## src/rtl/instr_fetch_unit_pkg.sv

```systemverilog
// Shared fetch-path definitions: default widths, start address, fetch FSM
// state encodings and the fetch-entry layout used between IR memory and decoder.
package instr_fetch_unit_pkg;

    localparam int          IFU_ADDR_W   = 8;
    localparam int          IFU_DATA_W   = 16;
    localparam int unsigned IFU_RESET_PC = 0;

    typedef logic [0:0] fetch_state_t;

    localparam fetch_state_t ST_LOAD = 1'b0;
    localparam fetch_state_t ST_RUN  = 1'b1;

    typedef struct packed {
        logic [IFU_ADDR_W-1:0] pc;
        logic [IFU_DATA_W-1:0] data;
    } fetch_entry_t;

endpackage

```

## src/rtl/instr_fetch_unit_skid_fifo.sv

```systemverilog
// Two-entry FIFO holding fetched {pc, data} words until the decoder takes them.
// Flush wins over push/pop; the caller guarantees it never pushes when full
// without popping in the same cycle.
module instr_fetch_unit_skid_fifo
    import instr_fetch_unit_pkg::*;
#(
    parameter int WIDTH = IFU_ADDR_W + IFU_DATA_W
) (
    input  logic             clk,
    input  logic             rst_n,
    input  logic             push_i,
    input  logic [WIDTH-1:0] push_data_i,
    input  logic             pop_i,
    input  logic             flush_i,
    output logic [1:0]       count_o,
    output logic [WIDTH-1:0] head_o
);

    logic [1:0][WIDTH-1:0] mem_q, mem_d;
    logic                  wr_ptr_q, wr_ptr_d;
    logic                  rd_ptr_q, rd_ptr_d;
    logic [1:0]            count_q, count_d;

    // Next-state for storage, pointers and occupancy
    always_comb begin
        mem_d    = mem_q;
        wr_ptr_d = wr_ptr_q;
        rd_ptr_d = rd_ptr_q;
        count_d  = count_q;
        if (flush_i) begin
            wr_ptr_d = 1'b0;
            rd_ptr_d = 1'b0;
            count_d  = 2'd0;
        end else begin
            if (push_i) begin
                mem_d[wr_ptr_q] = push_data_i;
                wr_ptr_d        = ~wr_ptr_q;
            end
            if (pop_i) begin
                rd_ptr_d = ~rd_ptr_q;
            end
            count_d = count_q + {1'b0, push_i} - {1'b0, pop_i};
        end
    end

    // Register update with synchronous reset
    always_ff @(posedge clk) begin
        if (!rst_n) begin
            mem_q    <= '0;
            wr_ptr_q <= 1'b0;
            rd_ptr_q <= 1'b0;
            count_q  <= 2'd0;
        end else begin
            mem_q    <= mem_d;
            wr_ptr_q <= wr_ptr_d;
            rd_ptr_q <= rd_ptr_d;
            count_q  <= count_d;
        end
    end

    assign count_o = count_q;
    assign head_o  = mem_q[rd_ptr_q];

endmodule

```

## src/rtl/instr_fetch_unit.sv

```systemverilog
// Instruction fetch stage: owns the PC, issues reads to the IR memory,
// buffers returned words and hands them to the decoder over valid/ready.
//
//   state   | meaning
//   --------+--------------------------------------------------------------
//   ST_LOAD | IR memory being written; no issue, buffer empty, pc=RESET_PC
//   ST_RUN  | normal fetch; credit-limited issue, redirect, buffered output
//
// A returning word is shown to the decoder in the same cycle it arrives
// (bypassing the FIFO when it is empty), so issue-to-valid is one cycle.
// Outstanding credit (buffered + in flight) is capped at two.
module instr_fetch_unit
    import instr_fetch_unit_pkg::*;
#(
    parameter int          ADDR_W   = IFU_ADDR_W,
    parameter int          DATA_W   = IFU_DATA_W,
    parameter int unsigned RESET_PC = IFU_RESET_PC
) (
    input  logic              clk,
    input  logic              rst_n,
    input  logic              load_mode,
    output logic [ADDR_W-1:0] imem_addr,
    output logic              imem_rd_en,
    input  logic [DATA_W-1:0] imem_rdata,
    input  logic              redirect_valid,
    input  logic [ADDR_W-1:0] redirect_pc,
    output logic              instr_valid,
    output logic [DATA_W-1:0] instr_data,
    output logic [ADDR_W-1:0] instr_pc,
    input  logic              instr_ready
);

    localparam logic [ADDR_W-1:0] RST_PC  = ADDR_W'(RESET_PC);
    localparam int                ENTRY_W = ADDR_W + DATA_W;

    fetch_state_t      state_q, state_d;
    logic [ADDR_W-1:0] pc_q, pc_d;
    logic              inflight_q, inflight_d;
    logic [ADDR_W-1:0] inflight_pc_q, inflight_pc_d;
    logic [ADDR_W-1:0] hold_pc_q, hold_pc_d;
    logic [DATA_W-1:0] hold_data_q, hold_data_d;

    logic               run;
    logic [1:0]         outstanding;
    logic               issue;
    logic               ret_live;
    logic               fifo_empty;
    logic               out_valid;
    logic [ENTRY_W-1:0] out_entry;
    logic               xfer;
    logic               fifo_push;
    logic               fifo_pop;
    logic               fifo_flush;
    logic [1:0]         fifo_count;
    logic [ENTRY_W-1:0] fifo_head;

    // Credit, issue, squash and output-path decisions for this cycle
    always_comb begin
        run         = (state_q == ST_RUN);
        outstanding = fifo_count + {1'b0, inflight_q};
        issue       = run && !load_mode && !redirect_valid && (outstanding < 2'd2);
        // A word returning during a redirect or load request is squashed
        ret_live    = run && inflight_q && !load_mode && !redirect_valid;
        fifo_empty  = (fifo_count == 2'd0);
        out_valid   = run && (!fifo_empty || ret_live);
        out_entry   = fifo_empty ? {inflight_pc_q, imem_rdata} : fifo_head;
        xfer        = out_valid && instr_ready;
        fifo_pop    = xfer && !fifo_empty;
        // The returning word skips the FIFO when it is taken straight away
        fifo_push   = ret_live && !(xfer && fifo_empty);
        fifo_flush  = !run || load_mode || redirect_valid;
    end

    // Fetch FSM and program counter
    always_comb begin
        state_d = state_q;
        pc_d    = pc_q;
        if (state_q == ST_LOAD) begin
            pc_d = RST_PC;
            if (!load_mode) begin
                state_d = ST_RUN;
            end
        end else begin
            if (load_mode) begin
                state_d = ST_LOAD;
                pc_d    = RST_PC;
            end else if (redirect_valid) begin
                pc_d = redirect_pc;
            end else if (issue) begin
                pc_d = pc_q + ADDR_W'(1);
            end
        end
    end

    // In-flight tracking and last-shown output value
    always_comb begin
        inflight_d    = issue;
        inflight_pc_d = issue ? pc_q : inflight_pc_q;
        hold_pc_d     = hold_pc_q;
        hold_data_d   = hold_data_q;
        if (out_valid) begin
            hold_pc_d   = out_entry[ENTRY_W-1:DATA_W];
            hold_data_d = out_entry[DATA_W-1:0];
        end
    end

    // State registers with synchronous reset
    always_ff @(posedge clk) begin
        if (!rst_n) begin
            state_q       <= ST_LOAD;
            pc_q          <= RST_PC;
            inflight_q    <= 1'b0;
            inflight_pc_q <= '0;
            hold_pc_q     <= '0;
            hold_data_q   <= '0;
        end else begin
            state_q       <= state_d;
            pc_q          <= pc_d;
            inflight_q    <= inflight_d;
            inflight_pc_q <= inflight_pc_d;
            hold_pc_q     <= hold_pc_d;
            hold_data_q   <= hold_data_d;
        end
    end

    instr_fetch_unit_skid_fifo #(
        .WIDTH (ENTRY_W)
    ) u_fifo (
        .clk         (clk),
        .rst_n       (rst_n),
        .push_i      (fifo_push),
        .push_data_i ({inflight_pc_q, imem_rdata}),
        .pop_i       (fifo_pop),
        .flush_i     (fifo_flush),
        .count_o     (fifo_count),
        .head_o      (fifo_head)
    );

    assign imem_addr   = pc_q;
    assign imem_rd_en  = issue;
    assign instr_valid = out_valid;
    assign instr_pc    = out_valid ? out_entry[ENTRY_W-1:DATA_W] : hold_pc_q;
    assign instr_data  = out_valid ? out_entry[DATA_W-1:0] : hold_data_q;

endmodule

```

## config.mk

```make
export PLATFORM = sky130hd
export DESIGN_NAME = instr_fetch_unit
export DESIGN_NICKNAME = d
export VERILOG_FILES = /design/src/rtl/instr_fetch_unit_pkg.sv /design/src/rtl/instr_fetch_unit_skid_fifo.sv /design/src/rtl/instr_fetch_unit.sv
export SDC_FILE = /design/constraint.sdc
export NUM_CORES = 1
export LEC_CHECK = 0
export BUFFER_PORTS_ARGS = -buffer_cell sky130_fd_sc_hd__buf_2
export CELL_PAD_IN_SITES_DETAIL_PLACEMENT = 0
export CELL_PAD_IN_SITES_GLOBAL_PLACEMENT = 2
export CORE_MARGIN = 2
export CORE_UTILIZATION = 30
export CTS_CLUSTER_SIZE = 24
export DETAILED_ROUTE_END_ITERATION = 16
export PLACE_DENSITY = 0.74
export SYNTH_ARGS = -nofsm -noshare
export SYNTH_HDL_FRONTEND = slang
export SYNTH_SLANG_ARGS = --single-unit
```

## constraint.sdc

```tcl
create_clock -name clk -period 2.1 [get_ports clk]
set_input_delay 0.21 -clock clk [delete_from_list [all_inputs] [get_ports clk]]
set_output_delay 0.21 -clock clk [all_outputs]
set_load 0.05 [all_outputs]
```

* After elaboration in Yosys (flattened, before gate mapping) *
Index checks and enable logic that the tools add are counted.

operators by class
  reduce and logical (&&, ||, !) cells = 25
  magnitude comparators = 4
  multiplexer cells = 11
  bitwise operators = 5
  $add $sub $neg = 4

operators with widths
  cell                                                                           number
  24-bit 2-to-1 mux                                                              4
  48-bit bitwise mux                                                             1
  24-bit demux with 1-bit select                                                 1
  8-bit 2-to-1 mux                                                               3
  16-bit 2-to-1 mux                                                              1
  1-bit logical AND                                                              12
  8-bit by 1-bit adder with 8-bit output (second input constant)                 1
  1-bit zero test                                                                5
  1-bit inverter                                                                 5
  2-bit by 1-bit adder with 2-bit output                                         2
  1-bit by 2-bit less-than comparator with 1-bit output (second input constant)  2
  1-bit logical OR                                                               3
  3-bit OR reduction                                                             1
  2-bit zero test                                                                1
  2-bit less-than comparator (second input constant)                             1
  2-bit AND reduction                                                            1
  2-bit nonzero test                                                             1
  2-bit OR reduction                                                             1
  2-bit by 1-bit subtractor with 2-bit output                                    1
  1-bit greater-or-equal comparator (second input constant)                      1
  1-bit 2-to-1 mux                                                               1

storage, ports and cells
  output and inout bits = 34
  logic and storage cells = 60
  register bits after elaboration = 94

* Depth between registers and ports, before layout *
  depth in word-level cells = 11
  depth in mapped cells = 8
  gate-level depth less buffers = 6

* By module *
From an unflattened synthesis, not the netlist that was laid out.

unflattened totals
  cells, all modules = 434
  area total of the unflattened synthesis = 4478.0 um2

modules (own cells, without submodules)
  module                      instances  cells each  area an instance (um2)
  instr_fetch_unit_skid_fifo  1          228         2316.0
  instr_fetch_unit            1          206         2162.1

* Worst setup path after synthesis *
No wires, ideal clock.

  path kind = reg2reg
  start = register u_fifo.count_q[0] (netlist: u_fifo.count_o[0])
  end = register u_fifo.count_q[1] (netlist: u_fifo.count_o[1])
  path slack = 0.172 ns
  data required time = 2.030 ns
  arrival = 1.858 ns
  setup time = 0.070 ns
  period minus slack after synthesis = 1.928 ns
  stages on the path, launching flop included = 8
  buffers on the path = 2
  path through = dfxtp_1 or2_1 clkbuf_1 clkbuf_1 and3_1 ha_1 or3_1 a21oi_1

between the ends
  elaborated cells on any way between the ends = 11
  those cells by class = 2 x add/sub; 9 x reduce/logical

RTL lines
  item                                             RTL line                                        source
  start, declared                                  instr_fetch_unit_skid_fifo.sv:22                logic [1:0] count_q, count_d;
  start signal, assigned                           instr_fetch_unit_skid_fifo.sv:57                count_q <= count_d;
  2-bit zero test (*)                              instr_fetch_unit.sv:64                          fifo_empty = (fifo_count == 2'd0);
  1-bit zero test (*)                              instr_fetch_unit.sv:65, instr_fetch_unit.sv:68
  1-bit logical OR                                 instr_fetch_unit.sv:65                          out_valid = run && (!fifo_empty || ret_live);
  1-bit logical AND                                instr_fetch_unit.sv:65
  1-bit logical AND                                instr_fetch_unit.sv:67                          xfer = out_valid && instr_ready;
  1-bit logical AND (*)                            instr_fetch_unit.sv:68                          fifo_pop = xfer && !fifo_empty;
  via fifo_pop                                     instr_fetch_unit.sv:52                          logic fifo_pop;
  2-bit by 1-bit subtractor with 2-bit output (*)  instr_fetch_unit_skid_fifo.sv:42                count_d = count_q + {1'b0, push_i} - {1'b0, pop_i};

The timed path passes the listed nets; every way through them passes the cells marked *.
A chain may end at the register's enable or synchronous reset.

* Worst setup path in the final report *
  start = register inflight_q
  end = output port instr_data[7]

between the ends
  word-level cells in the longest chain between the ends = 6

RTL lines
  item                             RTL line                 source
  start, declared                  instr_fetch_unit.sv:38   logic inflight_q, inflight_d;
  start signal, assigned           instr_fetch_unit.sv:119  inflight_q <= inflight_d;
  1-bit logical AND (3 in series)  instr_fetch_unit.sv:63   ret_live = run && inflight_q && !load_mode && !redirect_valid;
  1-bit logical OR                 instr_fetch_unit.sv:65
  1-bit logical AND                instr_fetch_unit.sv:65
  16-bit 2-to-1 mux                --
  end, declared                    instr_fetch_unit.sv:28   output logic [DATA_W-1:0] instr_data,

Every way passes these cells.

==> results.cfg <==
[final_layout]
fillers = 1447
antenna_cells = 0
nets = 595
fin_cells = 749
multiInputGateArea_um2 = 2220
syn_to_final_growth_pct = 25.0
ff_latch_area_um2 = 1890
drive_gt1_frac = 0.188

[sta]
setup-violations-final = 0
fmax_mhz = 492
tns_ns = 0
worst_slew_pin_slew_ns = 0.667
hold_violations = 0
fin_crit_sh = 0.969
rsz0062_at_grt = yes
timing.slew.headroom = 0.555
fin_skew_ns = 0.00716
timing.hold.ws_ns = 0.113
period_needed_ns = 2.03
slew_viol_final = 0

[drt]
first_pass_iters = 4
num_vias = 3615
wl_per_cell_um = 13.9
drt_iter0_markers = 266
ant_nets = 0
wl_um = 10400
viasPerCell = 4.83
drcViolationCount = 0

[yosys]
yosysWarnings = 0
synthSimpleGateAreaFrac = 0.233
synth_edf_count = 0
synth_top_area_cell = dfxtp_1
synthCells = 516
synth_top_cell_area_share = 0.441
synthAdderAreaFrac = 0.00586
synthTopCellsByArea = dfxtp_1, nand2_1, mux2i_1
synth-compound-area-share = 0.179
synth_common_cells = nand2_1, dfxtp_1, nand3_1
async_flop_share = 0
yosys.area_share.xor_xnor = 0.0144
ys_types = 44
synth_nets = 547
muxShareOfSynthArea = 0.0797
syn_area_per_cell_um2 = 8.28
synth.most_common_cell = nand2_1
synth_seq_cells = 94
synth-seq-area-share = 0.441
synth_top_family_by_area = simple AND/OR/NAND/NOR gates
synth_ff_type = dfxtp_1
synthesis.area_um2 = 4270

[worst_setup_path]
cp_slowest_stage_delay_ns = 0.36
cpMaxStageDelayCell = dfxtp_4
path_cells = nor3b_4 -> o21ai_4 -> buf_12 -> buf_16 -> a211o_1 -> nand2_1 -> buf_6
startpoint_type = flip-flop
arrival_ns = 1.82
path_delay_family = buffers and inverters
cp.required_ns = 1.89
worst-path-max-fanout = 14
cp_num_buf_inv = 3
path_class = flip-flop to primary output
cp-end-kind = primary output

[global_route]
gr-usage-all-layers = 0.143
grt_pass1_wl_um = 16900
antenna_found_initial = 0
grt_pass1_vias = 3404
grt_max_degree = 75
grt_overflow = 0

[hold_path]
hp-class = primary input to flip-flop

[floorplanning]
die_area_um2 = 15200
die_w_um = 123
num_io_pins = 63
initial_core_util = 0.308
die_h_um = 123
coreArea_um2 = 13900
rows = 43

[placement]
place_inst = 728
io_buffers = 62
gp_congestion = 0.785
hpwl_um = 6640

[power]
switching_power_mw = 0.788
seq_power_share = 0.512
total_power_mw = 3.50
pwr-share-clk = 0.447
p_int_mw = 2.71
p_per_area_nw_per_um2 = 655
vdd_drop_max_v = 0.000308
pwr-share-comb = 0.042
power_switching_share = 0.225
leakage_nw = 2.03

[run_status]
status = finished clean

[clocking]
cts_buffers = 9
cts_tree = yes
ctsHoldBuffers = 0
cts.sinks = 94
cts_root_buf = clkbuf_16
clock_latency_ns = 0.34
cts_buffer_depth = 2
clk_pin_slew_worst_paths_ns = 0.06
cts_max_level = 3

[job]
maxCapViolations = 0
## kinds of logic (layout without fill, tap and decap cells)
| family | Yosys count | after routing |
|---|---|---|
| adders and majority gates | 2 | 2 |
| AOI/OAI and AO/OA | 116 | 116 |
| muxes | 34 | 34 |
| DFF | 94 | 94 |
| and+or+nand+nor | 217 | 217 |
| xor gates and xnor gates | 7 | 7 |
| buffers and inverters | 46 | 99 |
## state kept, by name, summed over array words and instances (netlist names)
register / count
hold_pc_q: 8
run: 1
hold_data_q: 16
u_fifo.count_o: 2
u_fifo.mem_q: 48
inflight_q: 1
inflight_pc_q: 8
u_fifo.rd_ptr_q: 1
u_fifo.wr_ptr_q: 1
imem_addr: 8
## cell type report
cell class                 instances  share of cell area
multi-input combinational        376               0.416
sequential                        94               0.354
timing repair buffer              80               0.132
clock buffer                      12              0.0480
tap                              180              0.0422
clock inverter                     4             0.00586
inverter                           3             0.00211
## layout by cell type, fill, tap and decap left out, drive strengths merged, types with 2 or more instances in the layout
cell type / count
nor2: 28
nand3b: 2
nand3: 53
or3b: 2
and2: 2
nand4b: 2
a211o: 24
o311ai: 2
nor4: 2
clkinv: 5
a21oi: 6
nor2b: 10
buf: 79
clkbuf: 13
dfxtp: 94
o21ai: 54
a21boi: 25
mux2i: 34
inv: 2
nor3b: 2
nand2: 102
ha: 2
nor3: 2
xnor2: 6
and3: 2
## layer usage
layer,part of all wire,wire [um],up-vias,GRT usage
met3,0.027,279,12,0.0226
li1,-,-,1886,-
met5,0,0,-,0
met2,0.47,4870,48,0.232
met4,0.016,169,0,0.0618
met1,0.49,5120,1669,0.186
## final timing paths
path,startpoint,end,slack (ns),depth (start not counted)
setup / recovery,inflight_q,instr_data[7],0.07,7
hold reg to reg,u_fifo.mem_q[10],u_fifo.mem_q[10],0.46,2
setup reg to reg,u_fifo.count_o[0],u_fifo.count_o[1],0.35,5
hold / removal,redirect_pc[5],imem_addr[5],0.11,3
## metrics by stage
stage / setup WS (ns) / util / instance area [um^2]
4_1_cts: -0.00335 / 0.374 / 5190
2_1_floorplan: 0.172 / - / 4270
6_report: 0.0660 / 0.385 / 5340
3_5_place_dp: 0.240 / 0.345 / 4780
5_1_grt: -0.0204 / 0.385 / 5340
3_3_place_gp: 0.263 / 0.345 / 4780
## repair_timing
action	in CTS	in global routing
setup buffers	1	2
endpoints found under the setup margin	24	24
cloned	1	1
gates resized for setup	26	37
## worst register-to-register path: stages, from the launching register on
cell and delay [ns]:
dfxtp_2 0.34, or2_4 0.28, and3_1 0.22, ha_1 0.33, or3_1 0.38, a21oi_1 0.14
## power groups by stage
stage,registers (mW),logic (mW),clock network (mW)
floorplan,1.84,0.0810,0
global placement,1.83,0.144,0
detailed placement,1.83,0.146,0
CTS,1.79,0.148,1.63
global route,1.79,0.161,1.71
finish,1.79,0.146,1.56
No activity file was read; power rests on OpenSTA's default activity.
